$ cat src/rtl/spi_slave_frame.sv
// spi_slave_frame: MCU-facing SPI slave that moves fixed-length frames.
//
// The SPI pins are oversampled on CLK. No pin is used as a clock. Frames of
// FRAME_BITS bits are shifted in on MOSI and out on MISO. The SPI mode
// (CPOL/CPHA) and the bit order (MSB_FIRST) are parameters. While NSS stays
// low, frames follow each other back to back.
//
// Optional feature: define SPI_SLAVE_FRAME_CRC8_EN to build a CRC-8 check
// (poly 0x07, init 0x00, MSB-in). The check runs over the first FRAME_BITS-8
// bits of each frame and compares the result against the last 8 bits. When
// the macro is undefined, rx_crc_err is tied to 0.
//
// Ports:
//   CLK, RST        system clock, synchronous active-high reset
//   MCU_SPI_SCK     SPI clock (asynchronous, oversampled)
//   MCU_SPI_MOSI    SPI data in (asynchronous)
//   MCU_SPI_NSS     chip select, active low (asynchronous)
//   MCU_SPI_MISO    SPI data out
//   miso_oe         MISO output enable, high while synchronised NSS is low
//   tx_data         reply word, captured at each frame start
//   rx_data         last accepted frame
//   rx_valid        rx_data valid, held until rx_valid & rx_ready
//   rx_ready        consumer ready
//   rx_overrun      1-CLK pulse when a completed frame is dropped
//   frame_err       1-CLK pulse when NSS rises mid-frame
//   rx_crc_err      CRC mismatch flag for the delivered frame
//   busy            high while a frame is in progress
module spi_slave_frame #(
  parameter int unsigned FRAME_BITS = 64,
  parameter bit          CPOL       = 1'b0,
  parameter bit          CPHA       = 1'b0,
  parameter bit          MSB_FIRST  = 1'b1
) (
  input  logic                  CLK,
  input  logic                  RST,
  input  logic                  MCU_SPI_SCK,
  input  logic                  MCU_SPI_MOSI,
  input  logic                  MCU_SPI_NSS,
  output logic                  MCU_SPI_MISO,
  output logic                  miso_oe,
  input  logic [FRAME_BITS-1:0] tx_data,
  output logic [FRAME_BITS-1:0] rx_data,
  output logic                  rx_valid,
  input  logic                  rx_ready,
  output logic                  rx_overrun,
  output logic                  frame_err,
  output logic                  rx_crc_err,
  output logic                  busy
);

  localparam int unsigned     CntW    = $clog2(FRAME_BITS + 1);
  localparam logic [CntW-1:0] LastCnt = CntW'(FRAME_BITS - 1);

  typedef enum logic [0:0] {StIdle, StActive} state_e;

  // Synchronisers
  logic       sck_s1_q, sck_s2_q, sck_s3_q;
  logic       mosi_s1_q, mosi_s2_q;
  logic       nss_s1_q, nss_s2_q;
  // Marks the NSS synchroniser as flushed of its reset value.
  logic [1:0] sync_vld_q;

  always_ff @(posedge CLK) begin
    if (RST) begin
      sck_s1_q   <= CPOL;
      sck_s2_q   <= CPOL;
      sck_s3_q   <= CPOL;
      mosi_s1_q  <= 1'b0;
      mosi_s2_q  <= 1'b0;
      nss_s1_q   <= 1'b1;
      nss_s2_q   <= 1'b1;
      sync_vld_q <= 2'b00;
    end else begin
      sck_s1_q   <= MCU_SPI_SCK;
      sck_s2_q   <= sck_s1_q;
      sck_s3_q   <= sck_s2_q;
      mosi_s1_q  <= MCU_SPI_MOSI;
      mosi_s2_q  <= mosi_s1_q;
      nss_s1_q   <= MCU_SPI_NSS;
      nss_s2_q   <= nss_s1_q;
      sync_vld_q <= {sync_vld_q[0], 1'b1};
    end
  end

  // Edge decode
  logic sck_rise, sck_fall, lead_edge, trail_edge, sample_edge, shift_edge;

  assign sck_rise    = sck_s2_q & ~sck_s3_q;
  assign sck_fall    = ~sck_s2_q & sck_s3_q;
  assign lead_edge   = CPOL ? sck_fall : sck_rise;
  assign trail_edge  = CPOL ? sck_rise : sck_fall;
  assign sample_edge = (CPHA ? trail_edge : lead_edge) & ~nss_s2_q;
  assign shift_edge  = (CPHA ? lead_edge : trail_edge) & ~nss_s2_q;

  // State
  state_e                  state_q, state_d;
  logic                    armed_q, armed_d;
  logic [CntW-1:0]         bit_cnt_q, bit_cnt_d;
  logic [FRAME_BITS-1:0]   rx_sr_q, rx_sr_d;
  logic [FRAME_BITS-1:0]   tx_sr_q, tx_sr_d;
  logic                    miso_q, miso_d;
  logic                    miso_oe_q, miso_oe_d;
  logic [FRAME_BITS-1:0]   rx_data_q, rx_data_d;
  logic                    rx_valid_q, rx_valid_d;
  logic                    rx_overrun_q, rx_overrun_d;
  logic                    frame_err_q, frame_err_d;
  logic                    busy_q, busy_d;

  logic                    accept, frame_start, rx_shift, frame_done, deliver;
  logic [FRAME_BITS-1:0]   rx_shifted;

  function automatic logic tx_first(input logic [FRAME_BITS-1:0] v);
    return MSB_FIRST ? v[FRAME_BITS-1] : v[0];
  endfunction

  function automatic logic [FRAME_BITS-1:0] tx_adv(input logic [FRAME_BITS-1:0] v);
    return MSB_FIRST ? {v[FRAME_BITS-2:0], 1'b0} : {1'b0, v[FRAME_BITS-1:1]};
  endfunction

  assign rx_shifted  = MSB_FIRST ? {rx_sr_q[FRAME_BITS-2:0], mosi_s2_q}
                                 : {mosi_s2_q, rx_sr_q[FRAME_BITS-1:1]};
  assign accept      = rx_valid_q & rx_ready;
  assign frame_start = (state_q == StIdle) & armed_q & ~nss_s2_q;
  assign rx_shift    = (state_q == StActive) & sample_edge;
  assign frame_done  = rx_shift & (bit_cnt_q == LastCnt);
  // A finished frame is taken only if the output slot is free or is being freed now.
  assign deliver     = frame_done & (~rx_valid_q | rx_ready);

  always_comb begin
    state_d      = state_q;
    // Arming needs a genuine high NSS, not the reset value of the synchroniser.
    armed_d      = armed_q | (nss_s2_q & sync_vld_q[1]);
    bit_cnt_d    = bit_cnt_q;
    rx_sr_d      = rx_sr_q;
    tx_sr_d      = tx_sr_q;
    miso_d       = miso_q;
    miso_oe_d    = ~nss_s2_q;
    rx_data_d    = rx_data_q;
    rx_valid_d   = rx_valid_q;
    rx_overrun_d = 1'b0;
    frame_err_d  = 1'b0;

    if (accept) begin
      rx_valid_d = 1'b0;
    end

    unique case (state_q)
      StIdle: begin
        if (frame_start) begin
          state_d   = StActive;
          bit_cnt_d = '0;
          if (CPHA) begin
            // The first shift edge presents the first bit.
            tx_sr_d = tx_data;
            miso_d  = 1'b0;
          end else begin
            miso_d  = tx_first(tx_data);
            tx_sr_d = tx_adv(tx_data);
          end
        end
      end
      StActive: begin
        if (nss_s2_q) begin
          state_d     = StIdle;
          frame_err_d = (bit_cnt_q != '0);
          bit_cnt_d   = '0;
          miso_d      = 1'b0;
        end else if (rx_shift) begin
          rx_sr_d = rx_shifted;
          if (frame_done) begin
            bit_cnt_d = '0;
            // Reload whole word: the shift edge that follows presents its first bit.
            tx_sr_d   = tx_data;
            if (deliver) begin
              rx_data_d  = rx_shifted;
              rx_valid_d = 1'b1;
            end else begin
              rx_overrun_d = 1'b1;
            end
          end else begin
            bit_cnt_d = bit_cnt_q + CntW'(1);
          end
        end else if (shift_edge) begin
          miso_d  = tx_first(tx_sr_q);
          tx_sr_d = tx_adv(tx_sr_q);
        end
      end
      default: state_d = StIdle;
    endcase

    busy_d = (state_d == StActive);
  end

  always_ff @(posedge CLK) begin
    if (RST) begin
      state_q      <= StIdle;
      armed_q      <= 1'b0;
      bit_cnt_q    <= '0;
      rx_sr_q      <= '0;
      tx_sr_q      <= '0;
      miso_q       <= 1'b0;
      miso_oe_q    <= 1'b0;
      rx_data_q    <= '0;
      rx_valid_q   <= 1'b0;
      rx_overrun_q <= 1'b0;
      frame_err_q  <= 1'b0;
      busy_q       <= 1'b0;
    end else begin
      state_q      <= state_d;
      armed_q      <= armed_d;
      bit_cnt_q    <= bit_cnt_d;
      rx_sr_q      <= rx_sr_d;
      tx_sr_q      <= tx_sr_d;
      miso_q       <= miso_d;
      miso_oe_q    <= miso_oe_d;
      rx_data_q    <= rx_data_d;
      rx_valid_q   <= rx_valid_d;
      rx_overrun_q <= rx_overrun_d;
      frame_err_q  <= frame_err_d;
      busy_q       <= busy_d;
    end
  end

`ifdef SPI_SLAVE_FRAME_CRC8_EN
  localparam logic [CntW-1:0] CrcBits = CntW'(FRAME_BITS - 8);

  logic [7:0] crc_q, crc_d;
  logic [7:0] tail_q, tail_d;
  logic       crc_err_q, crc_err_d;

  function automatic logic [7:0] crc8_step(input logic [7:0] c, input logic b);
    return {c[6:0], 1'b0} ^ ((c[7] ^ b) ? 8'h07 : 8'h00);
  endfunction

  always_comb begin
    crc_d     = crc_q;
    tail_d    = tail_q;
    crc_err_d = crc_err_q;
    if (accept) begin
      crc_err_d = 1'b0;
    end
    if (frame_start) begin
      crc_d = 8'h00;
    end else if (rx_shift) begin
      // Last 8 bits in arrival order, first arrival in bit 7.
      tail_d = {tail_q[6:0], mosi_s2_q};
      if (frame_done) begin
        crc_d = 8'h00;
        if (deliver) begin
          crc_err_d = (tail_d != crc_q);
        end
      end else if (bit_cnt_q < CrcBits) begin
        crc_d = crc8_step(crc_q, mosi_s2_q);
      end
    end
  end

  always_ff @(posedge CLK) begin
    if (RST) begin
      crc_q     <= 8'h00;
      tail_q    <= 8'h00;
      crc_err_q <= 1'b0;
    end else begin
      crc_q     <= crc_d;
      tail_q    <= tail_d;
      crc_err_q <= crc_err_d;
    end
  end

  assign rx_crc_err = crc_err_q;
`else
  assign rx_crc_err = 1'b0;
`endif

  assign MCU_SPI_MISO = miso_q;
  assign miso_oe      = miso_oe_q;
  assign rx_data      = rx_data_q;
  assign rx_valid     = rx_valid_q;
  assign rx_overrun   = rx_overrun_q;
  assign frame_err    = frame_err_q;
  assign busy         = busy_q;

endmodule

$ cat config.mk
export PLATFORM = sky130hd
export DESIGN_NAME = spi_slave_frame
export DESIGN_NICKNAME = d
export VERILOG_FILES = /design/src/rtl/spi_slave_frame.sv
export SDC_FILE = /design/constraint.sdc
export NUM_CORES = 1
export LEC_CHECK = 0
export CAP_MARGIN = 20
export CORE_UTILIZATION = 60
export CTS_BUF_LIST = sky130_fd_sc_hd__clkbuf_4
export DETAILED_ROUTE_END_ITERATION = 12
export GPL_TIMING_DRIVEN = 0
export PLACE_DENSITY_LB_ADDON = 0.2
export SYNTH_ARGS = -nofsm -noshare
export SYNTH_HDL_FRONTEND = slang
export SYNTH_SLANG_ARGS = --single-unit
export TNS_END_PERCENT = 10
$ cat constraint.sdc
create_clock -name CLK -period 5.7 [get_ports CLK]
set_clock_uncertainty 0.15 [all_clocks]
set_input_delay 1.14 -clock CLK [delete_from_list [all_inputs] [get_ports CLK]]
set_output_delay 1.14 -clock CLK [all_outputs]
set_load 0.01 [all_outputs]
==> results of run 1 <==
## state kept, by name, indices dropped and copies added, names as in the netlist
signal,count
rx_sr_q,63
rx_valid,1
frame_err,1
busy,1
sck_s2_q,1
mosi_s1_q,1
armed_q,1
rx_overrun,1
sck_s1_q,1
MCU_SPI_MISO,1
mosi_s2_q,1
rx_data,64
nss_s2_q,1
bit_cnt_q,7
tx_sr_q,64
nss_s1_q,1
sync_vld_q,2
sck_s3_q,1
miso_oe,1
## where the power goes
part / internal (mW) / switching, mW / leakage [nW]
clock: 0.554 / 0.586 / 0.336
sequential: 1.50 / 0.00500 / 1.73
combinational: 0.0820 / 0.0778 / 1.99
total: 2.14 / 0.668 / 4.05
## metrics by stage
| step | hold WS (ns) | instances | worst slack [ns] | util | power (mW) |
|---|---|---|---|---|---|
| floorplan | 0.2395 | 1159 | 3.151 | - | 1.624 |
| global placement | 0.2527 | 1481 | 2.414 | 0.7330 | 1.700 |
| detailed placement | 0.2541 | 1481 | 2.402 | 0.7330 | 1.701 |
| CTS | 0.2572 | 1561 | 2.751 | 0.7715 | 2.825 |
| global route | 0.3039 | 1562 | 2.679 | 0.7717 | 2.930 |
| finish | 0.2517 | 1562 | 2.793 | 0.7717 | 2.809 |
## layout make-up
class	instances	area [um^2]
Tap cell	184	230.2
Buffer	110	476.7
Clock inverter	11	50.05
Timing Repair Buffer	138	1381
Multi-Input combinational cell	830	4424
Fill cell	1158	3368
Inverter	5	18.77
Clock buffer	69	518.0
Sequential cell	214	4284
Antenna cell	1	2.502
## metal layers
layer / share of wire / routed length, um / global-route usage
met1: 0.43 / 9754 / 0.3471
met2: 0.48 / 10770 / 0.4987
met3: 0.065 / 1467 / 0.05820
met4: 0.024 / 544 / 0.1099
met5: 0 / 0 / 0
## placed cells by master, fill, tap and decap left out, types with 2 or more instances in the layout
master	netlist	final
nand2_1	319	319
dfxtp_1	214	214
clkdlybuf4s50_1	0	138
a21oi_1	135	135
clkbuf_1	90	90
clkbuf_4	0	69
nor2_1	68	68
nand3_1	68	68
o21ai_0	68	68
mux2i_1	65	65
a311o_1	64	64
buf_1	11	11
nor2b_1	10	10
clkinv_1	0	9
buf_6	8	8
inv_1	5	5
nand2b_1	3	3
or3_1	3	3
o31ai_1	2	2
or4_1	2	2
or2_2	2	2
nand3b_1	2	2
nor3_1	2	2
ha_1	2	2
## worst paths after layout
| kind | start | slack [ns] | to | depth (start not counted) |
|---|---|---|---|---|
| setup / recovery | busy$_SDFF_PP0_ | 2.79 | busy | 1 |
| hold / removal | nss_s1_q$_SDFF_PP1_ | 0.25 | nss_s2_q$_SDFF_PP1_ | 1 |
| setup reg to reg | nss_s2_q$_SDFF_PP1_ | 2.86 | rx_sr_q[10]$_SDFFE_PP0P_ | 7 |
| hold reg to reg | nss_s1_q$_SDFF_PP1_ | 0.25 | nss_s2_q$_SDFF_PP1_ | 1 |
## synth_stat cells, types with 3 or more instances
library cell,number
buf_1,11
inv_1,5
nand2b_1,3
nor2_1,68
o21ai_0,68
dfxtp_1,214
or3_1,3
nand2_1,319
buf_6,8
nor2b_1,10
a21oi_1,135
nand3_1,68
a311o_1,64
mux2i_1,65
clkbuf_1,90
## kinds of logic (layout without fill, tap and decap cells)
kind of cell / after synthesis / after routing / share of synthesized area
buffers and inverters: 115 / 333 / 0.05383
AO/OA/AOI/OAI: 275 / 275 / 0.1869
AND/OR/NAND/NOR: 486 / 486 / 0.2190
XOR/XNOR: 1 / 1 / 0.0009518
other: 1 / 2 / 0.0004074
adder cells (fa/ha/maj): 2 / 2 / 0.002718
flip-flops: 214 / 214 / 0.4655
multiplexers: 65 / 65 / 0.07069
==> results.md, run 1 <==
- Status: finished, final reports clean
- Gr usage total: 0.2859
- Ys Warns: 0
- Post-CTS Setup Inserts: 0
- CTS Root Cell: clkbuf_4
- RSZ-0062 raised after global routing: false
- Crit-path max FO: 5
- Post-CTS Resized: 0
- Sequential area share after synthesis: 0.4655
- Grt ovf: 0
- First-pass GRT wire length: 37820 um
- Post-CTS Hold Fix Bufs: 0
- Routability cong.: 0.8473
- Kind of cell adding the most delay to the critical path: buffers and inverters
- Cell Pwr Density: 246.7 mW/mm^2
- Top-area cell type share of the netlist area: 0.4655
- Async set or reset register ratio after synthesis: 0
- Mean Syn Cell Area: 7.941 um^2
- Post-synth EDFFs: 0
- Synthesized instance count: 1159
- Fin crit period: 2.907 ns
- DP HPWL: 15300 um
- DR iter-0 viols: 543
- WP buf/inv: 1
- Routed vias: 8917
- Worst-case clock buffer depth: 3
- Skew-Pair Late Insertion Delay: 0.67 ns
- Num rows: 44
- Die extent in y: 125.9 um
- Port Buffers: 138
- Slew HR: 0.2910
- Ys flop type: dfxtp_1
- Worst path slowest cell: clkdlybuf4s50_1
- Cell taking the most area after synthesis: dfxtp_1
- DRT Pass-1 Iters: 5
- Routed Antenna Nets: 0
- Final TNS setup: 0 ns
- Hold Path Class: flop to flop
- CTS clock-pin slew for the worst setup and hold paths: 0.07 ns
- Syn_nets: 1231
- Peak supply drop: 0.1508 mV
- CP required: 4.41 ns
- Initial core utilization: 0.6238
- Crit-path max cell delay: 0.57 ns
- Slew @ Worst Pin: 1.055 ns
- Number of global-route vias before repair: 8337
- CTS tree: yes
- Fmax: 344.0 MHz
- Leakage power: 4.047 nW
- CP arrival: 1.62 ns
- Placed Area: 0.01082 mm^2
- Endpoints failing hold: 0
- Clock H-tree levels: 2
- Mapped Area: 0.009204 mm^2
- Startpoint types: flop
- Fin. max-slew vios: 0
- Crit-path cells: clkdlybuf4s50_1
- Count of nets after finishing: 1423
- DRC violations left: 0
- Post-synthesis register bit count: 214
- MaxCap Viol Count: 0
- Unique masters post-synth: 37
- Final Cycle Share: 0.5099
- Cts bufs inserted: 52
- Wire per inst: 14.43 um
- Initial antenna violation count: 1
- Setup Viol. Count Final: 0
- Pin count of the biggest net entering global routing: 15
- Die X: 125.9 um
- # clock sinks: 214
- I/O pin count: 141
- Die area: 0.01584 mm^2
- Capturing element type of the critical path: output port
- Layout Cell Area excl Fill: 0.01139 mm^2
- Total wire length: 22540 um
- Area grow syn2layout: 23.71%
- Share of layout cells above drive strength 1: 0.06173
- CORE AREA: 0.01475 mm^2
- Synth area leaders: dfxtp_1 (47%), nand2_1 (13%), a21oi_1 (7.3%), mux2i_1 (7.1%), a311o_1 (7.0%)
- Worst setup path class: flop to output port
- Avg Vias per Cell: 5.709
(Power assumes the default switching activity.)
==> run 2: changes to the inputs <==
--- a/config.mk
+++ b/config.mk
@@ -6,7 +6,7 @@
 export NUM_CORES = 1
 export LEC_CHECK = 0
 export CAP_MARGIN = 20
-export CORE_UTILIZATION = 60
+export CORE_UTILIZATION = 51
 export CTS_BUF_LIST = sky130_fd_sc_hd__clkbuf_4
 export DETAILED_ROUTE_END_ITERATION = 12
 export GPL_TIMING_DRIVEN = 0
==> constraint.sdc (replaced) <==
create_clock -name CLK -period 2.35 [get_ports CLK]
set_clock_uncertainty 0.15 [all_clocks]
set_input_delay 0.47 -clock CLK [delete_from_list [all_inputs] [get_ports CLK]]
set_output_delay 0.47 -clock CLK [all_outputs]
set_load 0.01 [all_outputs]
==> run 2 against run 1 <==
Compared with the run above:
- the flow now finishes with violations (negative setup slack)
- largest power group unchanged
- flip-flop and latch count is the same
- clock power increased to 2.6 times the previous value
- cell count is 3.5% higher
- total power increased by 150%
- critical path depth grew 7
- combinational power up 150%
- sequential share of layout area is 0.77 points lower
- highest routed layer unchanged
- routed wire length is 1.3% higher
- worst hold slack worse by 0.011 ns
- sequential power is 140% higher
- first-iteration DRC count grew 4.1%
- count of clock-buffer cells in the layout up 10
==> results.md, run 2 (same netlist as run 1, synthesis figures left out) <==
- Status: finished, violations left
- Failing checks: negative setup slack
- Worst path slowest cell: or4_4
- Slew @ Worst Pin: 0.6521 ns (-0.4027 ns)
- CTS tree: yes
- Grt ovf: 0 (unchanged)
- Total wire length: 22830 um (+1.3%)
- Hold Path Class: input pin to flop
- DRT Pass-1 Iters: 6 (+1)
- Die area: 0.01859 mm^2 (+17%)
- # clock sinks: 214 (unchanged)
- Area grow syn2layout: 26.63%
- Skew-Pair Late Insertion Delay: 0.66 ns (about the same)
- CP arrival: 2.73 ns (+1.11 ns)
- CORE AREA: 0.01748 mm^2 (+18%)
- Gr usage total: 0.2482 (-0.03769)
- Startpoint types: flop
- Routability cong.: 0.8482 (+0.11%)
- I/O pin count: 141 (unchanged)
- Setup Viol. Count Final: 8 (+8)
- Peak supply drop: 0.3644 mV (+140%)
- Count of nets after finishing: 1435 (+0.84%)
- RSZ-0062 raised after global routing: true
- Initial core utilization: 0.5266 (-0.09718)
- CTS Root Cell: clkbuf_4
- CP required: 2.72 ns (-1.69 ns)
- Area occupied by multi-input gates: 0.004469 mm^2 (+1.0%)
- Leakage power: 4.208 nW (+4.0%)
- Fillers: 1536 (+33%)
- Die X: 136.3 um (+8.3%)
- Clock H-tree levels: 2 (unchanged)
- Worst-case clock buffer depth: 3 (unchanged)
- Final TNS setup: -0.02051 ns (-0.02051 ns)
- Final Cycle Share: 1.002
- Routed Antenna Nets: 0 (unchanged)
- First-pass GRT wire length: 37620 um (-0.53%)
- Avg Vias per Cell: 5.450 (-4.5%)
- Capturing element type of the critical path: flop
- Share of layout cells above drive strength 1: 0.09424 (+0.03252)
- Crit-path max FO: 10 (+5)
- Pin count of the biggest net entering global routing: 17 (+2)
- Port Buffers: 138 (unchanged)
- Crit-path cells: ha_4, nand3_4, or4_4, buf_8, a311o_1, buf_6, buf_6, mux2i_1
- Die extent in y: 136.3 um (+8.3%)
- DP HPWL: 15430 um (+0.82%)
- MaxCap Viol Count: 0 (unchanged)
- Worst hold margin: 0.2409 ns (-0.01079 ns)
- Crit-path max cell delay: 0.56 ns (about the same)
- Cell Pwr Density: 602.3 mW/mm^2 (+140%)
- DR iter-0 viols: 565 (+4.1%)
- Wire per inst: 14.13 um (-2.1%)
- Slew HR: 0.5620 (+0.2710)
- Commonest non-fill, non-tap cell in the layout: nand2_1
- Fin crit period: 2.355 ns
- Most frequent cells in the layout: nand2_1 (319), dfxtp_1 (209), clkdlybuf4s50_1 (138)
- Fmax: 424.6 MHz
- Fin. max-slew vios: 0 (unchanged)
- Cts bufs inserted: 56 (+7.7%)
- Num rows: 48 (+9.1%)
- Endpoints failing hold: 0 (unchanged)
- Critical Path Most Common Cell: buf_6
- Routed vias: 8807 (-1.2%)
- CTS clock-pin slew for the worst setup and hold paths: 0.06 ns (about the same)
- Register area: 0.004295 mm^2 (+0.26%)
- Worst setup path class: flop to flop
- Min setup slack post-route: -0.005255 ns (-2.799 ns)
- Number of global-route vias before repair: 8127 (-2.5%)
- DRC violations left: 0 (unchanged)
- Initial antenna violation count: 1 (unchanged)
## run 2: changes by cell type in the layout (fill, tap and decap cells not counted), sizes merged
cell	change
inv	+2
clkinvlp	-1
buf	+7
clkbuf	+11
clkinv	-6
## run 2: layout make-up
| cell class | instances | share of cell area |
|---|---|---|
| antenna | 1 | 0.0002147 |
| sequential | 214 | 0.3685 |
| clock buffer | 79 | 0.05089 |
| tap | 225 | 0.02415 |
| timing repair buffer | 146 | 0.1237 |
| buffer | 110 | 0.04455 |
| inverter | 5 | 0.001610 |
| clock inverter | 6 | 0.002899 |
| multi-input combinational | 830 | 0.3835 |
## run 2: worst paths after layout
path | cells past startpoint | startpoint | slack [ns] | end
worst min-delay path | 2 | MCU_SPI_NSS | 0.24 | nss_s1_q$_SDFF_PP1_
worst max register to register | 8 | bit_cnt_q[1]$_SDFFE_PP0P_ | -0.005 | tx_sr_q[52]$_SDFFE_PP0P_
worst min register to register | 1 | sck_s1_q$_SDFF_PP0_ | 0.26 | sck_s2_q$_SDFF_PP0_
worst max-delay path | 8 | bit_cnt_q[1]$_SDFFE_PP0P_ | -0.005 | tx_sr_q[52]$_SDFFE_PP0P_
## run 2: per-stage QoR
stage | power, mW | worst slack (ns) | utilization | std cells | area (um^2)
after floorplan | 3.939 | 0.09437 | - | 1159 | 9208
after global placement | 4.128 | -0.4196 | 0.6220 | 1522 | 10870
after detailed placement | 4.128 | -0.4148 | 0.6220 | 1522 | 10870
after CTS | 7.097 | -0.1043 | 0.6606 | 1607 | 11540
after global routing | 7.339 | -0.07326 | 0.6669 | 1616 | 11650
final | 7.020 | -0.005255 | 0.6669 | 1616 | 11650
## run 2: worst max-delay path, delay by kind of cell, from the launching register on
family	cells	cell delay, ns
muxes	1	0.12
and+or+nand+nor	2	0.66
buffers and inverters	3	0.47
AOI/OAI and AO/OA	1	0.32
DFF	1	0.37
adders and majority gates	1	0.15
## run 2: power breakdown
| group | switching, mW | internal [mW] |
|---|---|---|
| clock network | 1.44 | 1.52 |
| registers | 0.0124 | 3.65 |
| logic | 0.192 | 0.202 |
| total | 1.65 | 5.37 |
## run 2: timing repair
item                                    4_1_cts  5_1_grt
hold buffers                                  0        0
pin swaps                                     0        1
setup buffers                                 0        8
resized for setup                            16       31
endpoints found under the setup margin      187      155
## run 2: routing by layer
layer	global-route usage	routed length, um
met5	0	0
met4	0.08148	363
met3	0.06115	1466
met2	0.4103	10740
met1	0.3153	10270
==> run 3: changes to the inputs <==
--- a/config.mk
+++ b/config.mk
@@ -6,6 +6,7 @@
 export NUM_CORES = 1
 export LEC_CHECK = 0
 export CAP_MARGIN = 20
+export CORE_MARGIN = 2
 export CORE_UTILIZATION = 51
 export CTS_BUF_LIST = sky130_fd_sc_hd__clkbuf_4
 export DETAILED_ROUTE_END_ITERATION = 12
==> run 3 against run 2 <==
Compared with the run above:
- the flow now finishes without violations
- sequential share of layout area about the same
- via count increased by 1.1%
- routed wire length increased by 0.57%
- sequential power about the same
- critical path depth decreased by 1
- die area increased by 3.0%
- flip-flop and latch count unchanged
- clock power decreased by 2%
- combinational power about the same
- count of clock-buffer cells in the layout decreased by 4
- worst setup slack improved by 0.041 ns
- core utilization decreased by 1.3 points
- largest power group unchanged
==> results.md, run 3 (same netlist as run 1, synthesis figures left out) <==
- Most frequent cells in the layout: nand2_1 (318), dfxtp_1 (211), clkdlybuf4s50_1 (137)
- Die X: 138.3 um (+1.5%)
- Worst setup path class: flop to flop
- Worst-case clock buffer depth: 3 (unchanged)
- Post-CTS Hold Fix Bufs: 0 (unchanged)
- DP HPWL: 15510 um (+0.58%)
- RSZ-0062 raised after global routing: true
- Fmax: 432.0 MHz (+1.8%)
- DRT Pass-1 Iters: 5 (-1)
- First-pass GRT wire length: 38290 um (+1.8%)
- Fin crit period: 2.315 ns (-0.04054 ns)
- Initial antenna violation count: 1 (unchanged)
- Pin count of the biggest net entering global routing: 17 (unchanged)
- Routability cong.: 0.8507 (+0.29%)
- Avg Vias per Cell: 5.486 (+0.65%)
- Status: finished, final reports clean
- CP arrival: 2.72 ns (about the same)
- Clock H-tree levels: 2 (unchanged)
- Final TNS setup: 0 ns (+0.02051 ns)
- Peak supply drop: 0.3555 mV (-2.4%)
- Fillers: 1569 (+2.1%)
- Placed Area: 0.01088 mm^2 (about the same)
- MaxCap Viol Count: 0 (unchanged)
- # clock sinks: 214 (unchanged)
- Share of layout cells above drive strength 1: 0.09052 (-0.003727)
- DR iter-0 viols: 622 (+10%)
- Layout Cell Area excl Fill: 0.01166 mm^2 (about the same)
- Startpoint types: flop
- Total wire length: 22970 um (+0.57%)
- Num rows: 49 (+2.1%)
- Final Cycle Share: 0.9850 (-0.01725)
- Initial core utilization: 0.5159 (-0.01075)
- Wire per inst: 14.15 um (+0.14%)
- Leakage power: 4.216 nW (+0.17%)
- Overall Power: 6.965 mW (-0.78%)
- Routed vias: 8903 (+1.1%)
- Skew-Pair Late Insertion Delay: 0.68 ns (+0.02 ns)
- Hold Path Class: input pin to flop
- CTS Root Cell: clkbuf_4
- Slew @ Worst Pin: 0.7108 ns (+0.05867 ns)
- I/O pin count: 141 (unchanged)
- Capturing element type of the critical path: flop
- Fin. max-slew vios: 0 (unchanged)
- CP required: 2.75 ns (+0.03 ns)
- CTS clock-pin slew for the worst setup and hold paths: 0.06 ns (about the same)
- Gr usage total: 0.2338 (-0.01435)
- Grt ovf: 0 (unchanged)
- Cell Pwr Density: 597.4 mW/mm^2 (-0.81%)
- Endpoints failing hold: 0 (unchanged)
- Cts bufs inserted: 55 (-1.8%)
- Count of nets after finishing: 1435 (unchanged)
- Die area: 0.01914 mm^2 (+3.0%)
- Routed Antenna Nets: 0 (unchanged)
- Slew HR: 0.5226 (-0.03941)
- DRC violations left: 0 (unchanged)
- Setup Viol. Count Final: 0 (-8)
- Crit-path max FO: 10 (unchanged)
- Port Buffers: 138 (unchanged)
- CTS tree: yes
- Number of global-route vias before repair: 8027 (-1.2%)
- Commonest non-fill, non-tap cell in the layout: nand2_1
- Area grow syn2layout: 26.67% (about the same)
- CORE AREA: 0.01784 mm^2 (+2.1%)
- Die extent in y: 138.3 um (+1.5%)
==> run 3: cell types whose count changed in the layout (fill, tap and decap cells not counted), sizes merged <==
cell	before	now
buf	27	28
clkbuf	170	166
clkdlybuf4s50	138	137
clkinv	4	8
diode	1	2
dlymetal6s2s	0	1
inv	7	8
==> run 3: final timing paths <==
| kind | startpoint | cells past startpoint | slack, ns | to |
|---|---|---|---|---|
| max | sck_s3_q$_SDFF_PP0_ | 7 | 0.04 | tx_sr_q[34]$_SDFFE_PP0P_ |
| min | MCU_SPI_SCK | 2 | 0.22 | sck_s1_q$_SDFF_PP0_ |
| max reg2reg | sck_s3_q$_SDFF_PP0_ | 7 | 0.04 | tx_sr_q[34]$_SDFFE_PP0P_ |
| min reg2reg | nss_s1_q$_SDFF_PP1_ | 1 | 0.26 | nss_s2_q$_SDFF_PP1_ |
==> run 3: metrics by stage <==
stage | hold slack, ns | instances | utilization | setup WS (ns)
after floorplan | 0.2395 | 1159 | - | 0.09437
final | 0.2167 | 1623 | 0.6535 | 0.03528
after global placement | 0.2515 | 1526 | 0.6096 | -0.3566
after global routing | 0.1741 | 1623 | 0.6535 | -0.01863
after CTS | 0.1796 | 1614 | 0.6475 | -0.02243
after detailed placement | 0.2510 | 1526 | 0.6096 | -0.3749
==> run 3: metal layers <==
layer	vias up	GRT usage	routed length [um]
li1	4423	-	-
met1	4133	0.3090	10210
met2	299	0.3715	10610
met3	48	0.06339	1582
met4	0	0.08056	564
met5	-	0	0
==> run 3: timing repair <==
item | 4_1_cts | 5_1_grt
gates cloned | 0 | 0
resized for setup | 15 | 32
setup buffers | 2 | 7
setup endpoints to repair | 182 | 125
pin swaps | 1 | 1
==> run 3: critical path, stage by stage (launching register included) <==
cell       delay (ns)
dfxtp_1          0.34
nand4bb_2        0.32
or4_4            0.47
buf_8            0.15
a311o_1          0.31
buf_6            0.16
buf_6            0.16
mux2i_1          0.13
==> run 3: layout make-up <==
class	instances	area (um^2)	share of cell area
flip-flops and latches	214	4293	0.3682
inverters	5	18.77	0.001610
well taps	229	286.5	0.02458
clock inverters	11	51.30	0.004400
diodes	2	5.005	0.0004293
clock buffers	75	563.0	0.04829
repair buffers	147	1451	0.1245
plain buffers	110	523.0	0.04486
multi-input cells	830	4467	0.3831
==> run 3: report_power, final <==
group	total (mW)	leakage, nW	internal, mW	switching, mW
sequential	3.66	1.73	3.65	0.0122
clock	2.91	0.371	1.46	1.45
combinational	0.396	2.12	0.202	0.194
total	6.97	4.22	5.31	1.66
==> variant 1, RTL diff (config.mk and constraints of run 2) <==
`CPHA`: 1'b0 -> 1'b1.
--- a/src/rtl/spi_slave_frame.sv
+++ b/src/rtl/spi_slave_frame.sv
@@ -29,5 +29,5 @@
   parameter int unsigned FRAME_BITS = 64,
   parameter bit          CPOL       = 1'b0,
-  parameter bit          CPHA       = 1'b0,
+  parameter bit          CPHA       = 1'b1,
   parameter bit          MSB_FIRST  = 1'b1
 ) (
Formal check against the unedited RTL: not equivalent (Yosys sat finds a counterexample within 10 cycles, from zero or initial values and one cycle with RST high).
==> variant 1 against run 2 <==
Power is 1.1% higher; sequential cell count stayed put; maximum frequency is 7.3% higher; count of clock-buffer cells in the layout is 4 higher; final area is 6.0% lower; critical endpoint is now rx_data[61]; largest cell class is now sequential cells; worst setup slack better by 0.16 ns; area after synthesis is 6.5% lower; wire length is 7.3% lower.
==> variant 1: results (changes against run 2) <==
largest net degree at the start of global routing 15 (-2); final WL 21200 um (-7.3%); Ys Warns 0 (unchanged); min-delay worst type in -> reg; # H-tree levels 2 (unchanged); vias in the first global route 7051 (-13%); HPWL Detailed 13900 um (-9.7%); Iteration-0 DRC Markers 434 (-23%); CTS Buf Count 56 (unchanged); synthesized area per cell 9.02 um2 (+14%); net switching power 0.00166 W (+0.47%); Post-synth top cells 214 x dfxtp_1, 194 x nand2_1, 135 x a21oi_1; delay-heaviest family, CP buffers and inverters; crit-path max cell delay 0.56 ns (about the same); Syn Nets 1026 (-17%); Port Buffer Count 138 (unchanged); dpl cells 1312 (-14%); Max Root-Sink Buffers 3 (unchanged); Final setup viols 0 (-8); Synth cell types 40 (+8.1%); worst rel slew slack 0.570 (+0.00830); via/cell ratio 5.40 (-1.0%); Root Buffer clkbuf_4; CP arrival 1.58 ns (-1.15 ns); first-pass GRT wire length 34400 um (-8.4%); ranking of synthesized cells by area dfxtp_1 50%, nand2_1 8.5%, a21oi_1 7.8%, mux2i_1 7.4%, a31o_2 6.4%; Tot GR Track Use 0.240 (-0.00824); register area share after synthesis 0.498 (+0.0322); nets 1222 (-15%); first drt pass iteration count 5 (-1); layout cell share with drive strength beyond 1 0.176 (+0.0822); Worst path slowest cell clkdlybuf4s50_1; Worst-path clk slew 0.07 ns; fill cell count 1455 (-5.3%); worst vdd ir 0.461 mV (+26%); initial antenna violation count 1 (unchanged); Post CTS Setup Buffer Count 0 (unchanged); Vias 7613 (-14%); Pleak 4.38 nW (+4.0%); Placed Area 0.0103 mm2 (-5.6%); Worst-Skew Late Latency 0.67 ns; worst-path maximum fanout 2 (-8); Final Wtd Congestion 0.802 (-5.4%); FFs w/ async S/R, synth 0 (unchanged); status complete, no violations
-- variant 1: cell types whose count changed after synthesis, moves of 8 or more --
cell             run 2  this run
a311o_1             64         0
nor2_1              68         6
a31o_2               0        63
a211oi_1             0        64
clkbuf_1            90        43
nand2_1            319       194
nand3_1             68         2
buf_1               11         1
nor3_1               2        65
buf_6                8         0
buf_2                0        25
o21ai_0             68         4
buf_4                1        26
-- variant 1: kinds of logic (layout without fill, tap and decap cells) --
| group | after synthesis | after routing | synth area share |
|---|---|---|---|
| simple gates | 297 | 297 | 0.154 |
| compound gates | 274 | 274 | 0.210 |
| flops | 214 | 214 | 0.498 |
| buf+inv | 101 | 337 | 0.0594 |
| mux | 64 | 64 | 0.0744 |
| fa+ha+maj | 2 | 2 | 0.00291 |
| other cells | 1 | 2 | 0.000436 |
| xor+xnor | 1 | 1 | 0.00102 |
-- variant 1: metal layers --
layer,wire length [um],global-route usage,up-vias
li1,-,-,3809
met1,9760,0.317,3553
met2,9730,0.384,225
met3,1340,0.0542,26
met4,337,0.0891,0
met5,0,0,-
-- variant 1: power by group through the flow --
stage	Sequential (W)	Clock, W	Combinational (W)
6_report	0.00368	0.00308	0.000345
5_1_grt	0.00368	0.00334	0.000375
4_1_cts	0.00368	0.00314	0.000346
3_5_place_dp	0.00376	0	0.000342
3_3_place_gp	0.00376	0	0.000342
2_1_floorplan	0.00375	0	0.000173
-- variant 1: through the flow --
step                setup slack [ns]  TNS [ns]
floorplan                      0.471         0
global placement              -0.314    -11.76
detailed placement            -0.322    -11.65
CTS                           0.0942         0
global route                 -0.0217   -0.0881
finish                         0.154         0
-- variant 1: final timing paths --
check / start / end / slack (ns) / cells after the start
min: MCU_SPI_MOSI / mosi_s1_q$_SDFF_PP0_ / 0.24 / 2
max reg2reg: bit_cnt_q[1]$_SDFFE_PP0P_ / rx_data[43]$_SDFFE_PP0P_ / 0.17 / 7
max: rx_data[61]$_SDFFE_PP0P_ / rx_data[61] / 0.15 / 1
min reg2reg: nss_s1_q$_SDFF_PP1_ / nss_s2_q$_SDFF_PP1_ / 0.26 / 1
-- variant 1: layout make-up --
class                      count  area, um2  area share
inverter                       5       18.8     0.00171
multi-input combinational    639       3810       0.348
buffer                        96        495      0.0452
antenna                        1       2.50    0.000228
clock inverter                15       57.6     0.00525
timing repair buffer         138       1380       0.126
sequential                   214       4280       0.391
clock buffer                  83        623      0.0569
tap                          220        275      0.0251
-- variant 1: repair_timing --
action | in CTS | in global routing
hold buffers | 0 | 0
resized for setup | 0 | 2
setup endpoints to repair | 0 | 30
==> variant 2, RTL diff (settings of run 2) <==
Without the edit above. Compare `bit_cnt_q` against `LastCnt` with >= in place of ==.
--- a/src/rtl/spi_slave_frame.sv
+++ b/src/rtl/spi_slave_frame.sv
@@ -123,5 +123,5 @@
   assign frame_start = (state_q == StIdle) & armed_q & ~nss_s2_q;
   assign rx_shift    = (state_q == StActive) & sample_edge;
-  assign frame_done  = rx_shift & (bit_cnt_q == LastCnt);
+  assign frame_done  = rx_shift & (bit_cnt_q >= LastCnt);
   // A finished frame is taken only if the output slot is free or is being freed now.
   assign deliver     = frame_done & (~rx_valid_q | rx_ready);
Check against the original RTL: no difference found for any inputs over 4 cycles, from zero or initial values and one cycle with RST high; that may be too few to reach the edited logic, so the function may still have changed.
==> variant 2 against run 2 <==
Sequential power about the same; die area shrank 0.77%; non-clock buffer count down 20; sequential cell count unchanged; area after synthesis decreased by 0.77%; utilization fell by 0.62 points; power rose by 0.12%; hold slack got worse by 0.13 ns; worst setup slack improved by 0.089 ns; maximum frequency grew 3.9%; wire length shrank 3.9%; combinational power down 17%; final area decreased by 1.3%.
==> variant 2: results (changes against run 2) <==
Iteration-0 DRC Markers 318 (-44%); nets 1289 (-10%); Ant. Diodes 0 (-1); Synth cell types 42 (+14%); dpl cells 1386 (-8.9%); register area share after synthesis 0.469 (+0.00363); Crit. Startpoint rx_valid$_SDFF_PP0_; PostCTS Resize Cnt 7 (-9); post-synthesis adder-cell area fraction 0.00274 (+0.0000212); Tot GR Track Use 0.235 (-0.0133); Worst Tran Pin Value 0.689 ns (+0.0366 ns); CTS Buf Count 54 (-3.6%); Finished Layout Cells 1484 (-8.2%); Final Wtd Congestion 0.805 (-5.1%); crit-path max cell delay 0.61 ns (+0.05 ns); fill cell count 1523 (-0.85%); Gate Count Post-Synth 1023 (-12%); cells on worst reg2reg path 8 (unchanged); ranking of synthesized cells by area dfxtp_1 47%, mux2i_1 14%, a2111o_1 7.8%, a21oi_1 7.4%, nor2_1 5.5%; HPWL Detailed 14700 um (-4.5%); worst vdd ir 0.395 mV (+8.4%); xor and xnor area share after synthesis 0 (-0.000952); flop-to-flop setup slack 0.12 ns (+0.13 ns); final WL 21900 um (-3.9%); first-pass GRT wire length 35200 um (-6.5%); initial antenna violation count 0 (-1); Vias 8008 (-9.1%); largest net degree at the start of global routing 18 (+1); Worst R2R Start busy$_SDFF_PP0_; Worst-Skew Late Latency 0.69 ns (+0.03 ns); min-delay worst type in -> reg; Post CTS Setup Buffer Count 0 (unchanged); vias in the first global route 7419 (-8.7%); Net Sw Frac 0.241 (+0.00650); Place WS -0.144 ns (+0.271 ns); layout cell share with drive strength beyond 1 0.100 (+0.00583); FMAX 441 MHz (+3.9%); status complete, no violations; delay-heaviest family, CP buffers and inverters; hold_ws 0.116 ns (-0.125 ns); Pleak 3.69 nW (-12%); Worst Setup EP rx_valid; mux share of post-synthesis cell area 0.139 (+0.0685); DRC 0 (unchanged); R2R Path End rx_data[53]$_SDFFE_PP0P_; Syn Nets 1095 (-11%); Placed Area 0.0108 mm2 (-0.69%); worst-path maximum fanout 2 (-8); Worst Hold Depth 2 (unchanged); # H-tree levels 2 (unchanged); CP arrival 1.65 ns (-1.08 ns); complex-gate fraction of the synthesized area 0.201 (+0.0138); Post-synth top cells 214 x dfxtp_1, 135 x a21oi_1, 134 x nor2_1; first drt pass iteration count 7 (+1); Worst path slowest cell clkdlybuf4s50_1
## variant 2: worst min-delay path by stage
stage,endpoint,startpoint
final,sync_vld_q[0]$_DFF_P_,RST
after floorplan,nss_s2_q$_SDFF_PP1_,nss_s1_q$_SDFF_PP1_
after CTS,sync_vld_q[0]$_DFF_P_,RST
after detailed placement,nss_s2_q$_SDFF_PP1_,nss_s1_q$_SDFF_PP1_
after global routing,sync_vld_q[0]$_DFF_P_,RST
after global placement,nss_s2_q$_SDFF_PP1_,nss_s1_q$_SDFF_PP1_
## variant 2: power groups by stage
| stage | Sequential, W | Combinational (W) | Clock (W) |
|---|---|---|---|
| after floorplan | 0.00374 | 0.000138 | 0 |
| after global placement | 0.00374 | 0.000320 | 0 |
| after detailed placement | 0.00374 | 0.000322 | 0 |
| after CTS | 0.00366 | 0.000324 | 0.00313 |
| after global routing | 0.00366 | 0.000354 | 0.00333 |
| final | 0.00366 | 0.000325 | 0.00304 |
## variant 2: routing by layer
layer | share of wire | global-route usage | vias up
li1 | - | - | 4036
met1 | 0.46 | 0.300 | 3748
met2 | 0.46 | 0.386 | 193
met3 | 0.066 | 0.0567 | 31
met4 | 0.014 | 0.0799 | 0
met5 | 0 | 0 | -
## variant 2: final cells by class
| type | instances | area [um2] | area share |
|---|---|---|---|
| plain buffers | 98 | 504 | 0.0438 |
| clock buffers | 77 | 578 | 0.0502 |
| flip-flops and latches | 214 | 4290 | 0.373 |
| clock inverters | 21 | 97.6 | 0.00848 |
| inverters | 4 | 15.0 | 0.00130 |
| well taps | 225 | 282 | 0.0245 |
| multi-input cells | 707 | 4360 | 0.379 |
| repair buffers | 138 | 1380 | 0.120 |
